==> src/rtl/and8_pkg.sv <==
// Shared constants for the AND lane of the 8-bit ALU.
package and8_pkg;

    localparam int AND8_DEFAULT_WIDTH = 8;

endpackage

==> src/rtl/and8_skid_buffer.sv <==
// Two-entry output buffer (main + skid) for a valid/ready stream.
// in_ready depends only on registered state, so out_ready never reaches it combinationally.
module skid_buffer #(
    parameter int DW = 9
) (
    input  logic          clk,
    input  logic          rst,
    input  logic          in_valid,
    output logic          in_ready,
    input  logic [DW-1:0] in_data,
    output logic          out_valid,
    input  logic          out_ready,
    output logic [DW-1:0] out_data
);

    logic [DW-1:0] main_reg;
    logic [DW-1:0] skid_reg;
    logic          main_full_reg;
    logic          skid_full_reg;

    logic in_fire;
    logic out_fire;
    logic main_open;

    assign in_ready  = ~skid_full_reg & ~rst;
    assign in_fire   = in_valid & in_ready;
    assign out_fire  = main_full_reg & out_ready;
    assign main_open = ~main_full_reg | out_fire;

    always_ff @(posedge clk or posedge rst) begin
        if (rst) begin
            main_reg      <= '0;
            skid_reg      <= '0;
            main_full_reg <= 1'b0;
            skid_full_reg <= 1'b0;
        end else if (main_open) begin
            if (skid_full_reg) begin
                // Older skid entry advances first so ordering is kept.
                main_reg      <= skid_reg;
                main_full_reg <= 1'b1;
                if (in_fire) begin
                    skid_reg <= in_data;
                end else begin
                    skid_full_reg <= 1'b0;
                end
            end else begin
                main_full_reg <= in_fire;
                if (in_fire) begin
                    main_reg <= in_data;
                end
            end
        end else if (in_fire) begin
            skid_reg      <= in_data;
            skid_full_reg <= 1'b1;
        end
    end

    assign out_valid = main_full_reg;
    assign out_data  = main_reg;

endmodule

==> src/rtl/and8.sv <==
// AND lane of the ALU: z = a & b plus zero flag, returned through a skid buffer.
module and8
    import and8_pkg::*;
#(
    parameter int WIDTH = AND8_DEFAULT_WIDTH
) (
    input  logic             clk,
    input  logic             rst,
    input  logic             in_valid,
    output logic             in_ready,
    input  logic [WIDTH-1:0] a,
    input  logic [WIDTH-1:0] b,
    output logic             out_valid,
    input  logic             out_ready,
    output logic [WIDTH-1:0] z,
    output logic             zero
);

    logic [WIDTH-1:0] and_res;
    logic             zero_res;
    logic [WIDTH:0]   buf_out;

    assign and_res  = a & b;
    assign zero_res = ~|and_res;

    skid_buffer #(
        .DW(WIDTH + 1)
    ) u_skid (
        .clk      (clk),
        .rst      (rst),
        .in_valid (in_valid),
        .in_ready (in_ready),
        .in_data  ({zero_res, and_res}),
        .out_valid(out_valid),
        .out_ready(out_ready),
        .out_data (buf_out)
    );

    assign z    = buf_out[WIDTH-1:0];
    assign zero = buf_out[WIDTH];

endmodule

==> config.mk <==
export PLATFORM = sky130hd
export DESIGN_NAME = and8
export DESIGN_NICKNAME = d
export VERILOG_FILES = /design/src/rtl/and8_pkg.sv /design/src/rtl/and8_skid_buffer.sv /design/src/rtl/and8.sv
export SDC_FILE = /design/constraint.sdc
export NUM_CORES = 1
export LEC_CHECK = 0
export CAP_MARGIN = 25
export CELL_PAD_IN_SITES_DETAIL_PLACEMENT = 1
export CELL_PAD_IN_SITES_GLOBAL_PLACEMENT = 1
export CORE_MARGIN = 10
export CORE_UTILIZATION = 29
export DETAILED_ROUTE_END_ITERATION = 16
export PLACE_DENSITY = 0.81
export SLEW_MARGIN = 10
export SYNTH_ARGS = -nofsm -noshare
export SYNTH_HDL_FRONTEND = slang
export SYNTH_SLANG_ARGS = --single-unit
==> constraint.sdc <==
create_clock -name clk -period 1.3 [get_ports clk]
set_clock_uncertainty 0.05 [all_clocks]
set_input_delay 0.13 -clock clk [delete_from_list [all_inputs] [get_ports clk]]
set_output_delay 0.13 -clock clk [all_outputs]
set_load 0.005 [all_outputs]
# ---- Word level (Yosys, flattened, before mapping)
# Index checks and enable logic that the tools add are counted.
# W data, S select, Z words.
dict set report classes {
  bitwise 8
  n_mux 10
  n_reduce_logical 5
  n_eq_ne 1
}
# cell count
set op_table {}
lappend op_table {{$mux W9} 5}
lappend op_table {{$and A8 B8 Y8} 1}
lappend op_table {{$reduce_or A8 Y1} 1}
lappend op_table {{$mux W1} 5}
lappend op_table {{$reduce_bool A2 Y1} 2}
lappend op_table {{$and A1 B1 Y1} 3}
lappend op_table {{$not A1 Y1} 3}
lappend op_table {{$ne A2 B1 Y1 const B} 1}
lappend op_table {{$reduce_and A2 Y1} 1}
lappend op_table {{$logic_not A1 Y1} 1}
lappend op_table {{$or A1 B1 Y1} 1}
dict set report word_totals {
  input_bits 20
  ff_bits 20
}

# ---- Logic depth before layout (Yosys ltp)
dict set report depth {
  word_depth 6
  depth_mapped 5
  depth_no_buf 4
}

# ---- Modules after synthesis
# Synthesis repeated with hierarchy kept, for this count alone.
dict set report unflattened {
  hier_cells 69
  area_unflattened_um2 1004.7
}
# mod cells_per_inst area_per_inst_um2 instances
set by_module_without_submodules {}
lappend by_module_without_submodules {skid_buffer 58 919.6 1}
lappend by_module_without_submodules {and8 11 85.1 1}

# ---- Least setup slack after synthesis
# OpenSTA, ideal clock, no wires.
dict set report synth_timing {
  path_kind {reg2reg}
  from {register u_skid.main_full_reg, in the netlist u_skid.out_valid}
  to {register u_skid.main_reg[8], in the netlist u_skid.out_data[8]}
  setup_slack_ps -54
  synth_period_minus_slack_ps 1354
  path_stages_with_launch 5
  t_arrival_ps 1236
  setup_time_ps 68
  cell_sequence {dfrtp_1 -> or2b_2 -> o21ai_4 -> or4_1 -> nand3_1}
}
dict set report synth_between {
  elab_chain_cells 3
  elab_cells_between_ends 4
  classes_between {3 x bitwise; 1 x reduce/logical}
}
# element line_no
set synth_rtl {}
lappend synth_rtl {{start: declaration} and8_skid_buffer.sv:18} ;# logic main_full_reg;
lappend synth_rtl {{start signal: assignment} and8_skid_buffer.sv:47} ;# main_full_reg <= in_fire;
lappend synth_rtl {{$and A1 B1 Y1 or $not A1 Y1 (tied branches)} {and8_skid_buffer.sv:27, and8_skid_buffer.sv:28}}
lappend synth_rtl {{$or A1 B1 Y1 *} and8_skid_buffer.sv:28} ;# assign main_open = ~main_full_reg | out_fire;
lappend synth_rtl {{$reduce_and A2 Y1 (no source line) *} n/a}
lappend synth_rtl {{end signal: assignment} and8_skid_buffer.sv:39} ;# main_reg <= skid_reg;
lappend synth_rtl {{end signal: assignment} and8_skid_buffer.sv:49} ;# main_reg <= in_data;
lappend synth_rtl {{end: declaration} and8_skid_buffer.sv:16} ;# logic [DW-1:0] main_reg;
# Mark *: on every way between the ends. The rest lies on a longest branch, timed or not.
# A chain may end at the register's enable or synchronous reset.

# ---- Worst setup path after layout
# Ends and elaborated chain as after synthesis.

==> impl_results.md <==
* Setup Crit Path Kind: flip-flop to flip-flop
* Width of the die at 75.8 µm
* Slew margin rel. at 0.832
* Worst Max-Slew Pin Slew at 0.252 ns
* Total CTS buffers at 3
* M1 GR Usage at 0.108
* Fin crit period at 1.35 ns
* Layout area overhead at 55.1%
* Crit end category: flip-flop
* Total grt overflow at 0
* Syn Nets at 117
* Met2 Use GR at 0.181
* Fillers at 368
* Status: finished, violations left
* Global-route usage over all layers at 0.102
* Initial antenna violation count at 0
* Final Setup Violations at 1
* Buffers on Ports at 30
* Post-DR wirelength/cell at 15.3 µm
* DRT iter0 DRCs at 17
* Critical path launch point type: flip-flop
* Failing checks: negative setup slack
* Clk slew on worst S/H paths at 0.11 ns
* CP Data Required Time at 1.50 ns
* Drt drc at 0
* Root Driver: clkbuf_4
* Maximum number of pins on one net before global-route repair at 21
* Data arrival, critical path at 1.55 ns
* GR peak layer: met2
* Top area cells in the synthesized netlist: dfrtp_1, nand2_1, o21ai_0
* Routed WL at 2.75 mm
* IO Pins at 31
* Antenna viol nets, final at 0
* Core Footprint at 0.00300 mm²
* Vias in the first global route at 969
* Fmax at 742 MHz
* RSZ-0062 raised after global routing: yes
* Share of post-route cells with drive strength above 1 at 0.211
* Final nets at 169
* Number of diodes at 0
* CTS sink cnt at 20
* First-pass GRT wire length at 4.40 mm
* Flops & latches, synth at 20
* Worst hold-check path type: input port to asynchronous set/reset pin
* CP Max Fanout at 2
* Fin Setup TNS at -0.0471 ns
* Clock share of power at 0.203
* Initial Utilization at 0.300
* Synth area leader: dfrtp_1
* Max VDD drop at 0.000303 V
* Post-Syn Instances at 97
* Met3 GRT Util at 0.0182
* Synth unique cells at 17
* Std cell rows at 20
* Vias at 863
* Comb pwr share at 0.265
* Yosys top cell area share at 0.555
* Clk_lat worst skew at 0.31 ns
* Ys Warns at 0
* TritonCTS clock tree: done
* Register area share after synthesis at 0.555
* Fin Hold WS at 0.271 ns
* Max Slew Vio Count at 0
* Pwr Total at 1.46 mW
* Post-Synth Simple-Gate Area at 0.233
* Number of cells on the worst reg-to-reg path at 4
* Via/cell ratio at 4.79
* Sequential share of power at 0.531
* Average size of a mapped cell at 9.30 µm²
* Fin. Hold Viols at 0
* P_leak at 0.693 nW
* Switching Share at 0.283
* Internal power at 1.04 mW
* DPL Wire Length at 2.20 mm
* Net Sw Power at 0.413 mW
* Mux share of post-synthesis cell area at 0
* Longest Clk Path Bufs at 2
* Final Worst Setup Slack at -0.0471 ns
* DIE AREA at 0.00574 mm²
* Synth Area in Adders at 0
* H-tree Lvls at 1
* Synth Area in XOR/XNOR at 0
* Gpl congestion at 0.734
* Largest family of logic cells by synthesized area: simple AND/OR/NAND/NOR gates
* Post-Place Worst Slack at -0.293 ns
* Part of the cycle the worst path needs at 1.04
* Max_cap viols at 0
* Die Height at 75.8 µm
* First drt pass iteration count at 4
* Mapped cell area at 902 µm²
* Synthesized-area fraction occupied by ao, oa, aoi and oai cells at 0.160
* PD cells at 1040 mW/mm²
-- per-stage QoR --
step / std cells / cell area [µm²] / util
after floorplan: 97 / 902 / -
after global placement: 173 / 1340 / 0.446
after detailed placement: 173 / 1340 / 0.446
after CTS: 179 / 1390 / 0.461
after global routing: 180 / 1400 / 0.466
final: 180 / 1400 / 0.466
-- final timing paths --
| kind | startpoint | to | slack, ns |
|---|---|---|---|
| min in group clk | u_skid.out_data[0] | u_skid.out_data[0] | 0.44 |
| max in group asynchronous | rst | u_skid.skid_full_reg | 0.71 |
| worst min-delay path | rst | u_skid.out_valid | 0.27 |
| worst max-delay path | u_skid.out_valid | u_skid.out_data[8] | -0.05 |
| worst min register to register | u_skid.out_data[0] | u_skid.out_data[0] | 0.44 |
| worst max register to register | u_skid.out_valid | u_skid.out_data[8] | -0.05 |
-- cell usage in the layout, fill, tap and decap left out, types with 2 or more instances in the layout --
cell / netlist / final
dlygate4sd2_1: 0 / 10
clkdlybuf4s50_1: 0 / 19
nor2_1: 11 / 10
o21ai_1: 0 / 5
buf_4: 0 / 19
o21ai_0: 16 / 11
a21oi_1: 8 / 8
nand3_1: 2 / 2
dfrtp_1: 20 / 19
nand4_1: 2 / 2
clkbuf_4: 0 / 3
nand2_1: 27 / 27
-- synth_stat cells --
master	n
a21oi_1	8
clkbuf_8	2
nor2_1	11
buf_6	1
buf_2	1
dfrtp_1	20
or4_1	1
nor2b_4	1
inv_1	1
o21ai_4	1
or2b_2	1
nand4b_2	1
o21ai_0	16
o31ai_1	1
nand3_1	2
nand2_1	27
nand4_1	2
-- critical path, stage by stage (launching register included) --
cell and delay [ns]:
dfrtp_1 0.40, or2b_4 0.22, o21ai_4 0.05, or4_1 0.49
nand3_1 0.08
-- power by group through the flow --
stage | registers [mW] | clock network (mW) | logic [mW]
3_3_place_gp | 0.782 | 0 | 0.374
2_1_floorplan | 0.787 | 0 | 0.147
3_5_place_dp | 0.793 | 0 | 0.396
4_1_cts | 0.776 | 0.301 | 0.381
6_report | 0.774 | 0.296 | 0.387
5_1_grt | 0.791 | 0.327 | 0.434
-- layer usage --
metal	up-vias	share of wire
li1	430	-
met3	7	0.060
met2	26	0.50
met1	400	0.40
met4	0	0.033
met5	-	0
-- timing repair --
action / CTS / global route
pin swaps: 2 / 1
hold buffers: 0 / 0
gates resized for setup: 16 / 8
buffers inserted: 4 / 1
endpoints found under the setup margin: 20 / 18
-- area by class of cell --
| type | instances | area (µm²) | share of cell area |
|---|---|---|---|
| Sequential cell | 20 | 502 | 0.359 |
| Timing Repair Buffer | 51 | 457 | 0.326 |
| Multi-Input combinational cell | 72 | 373 | 0.267 |
| Tap cell | 33 | 41.3 | 0.0295 |
| Clock buffer | 3 | 22.5 | 0.0161 |
| Inverter | 1 | 3.75 | 0.00268 |
-- cell families (layout without fill, tap and decap cells) --
logic type             count (synthesis)  in the layout
DFF                                   20             20
AOI/OAI and AO/OA                     26             26
buffers and inverters                  5             55
and+or+nand+nor                       46             46
Power figures use the tool's default switching activity.
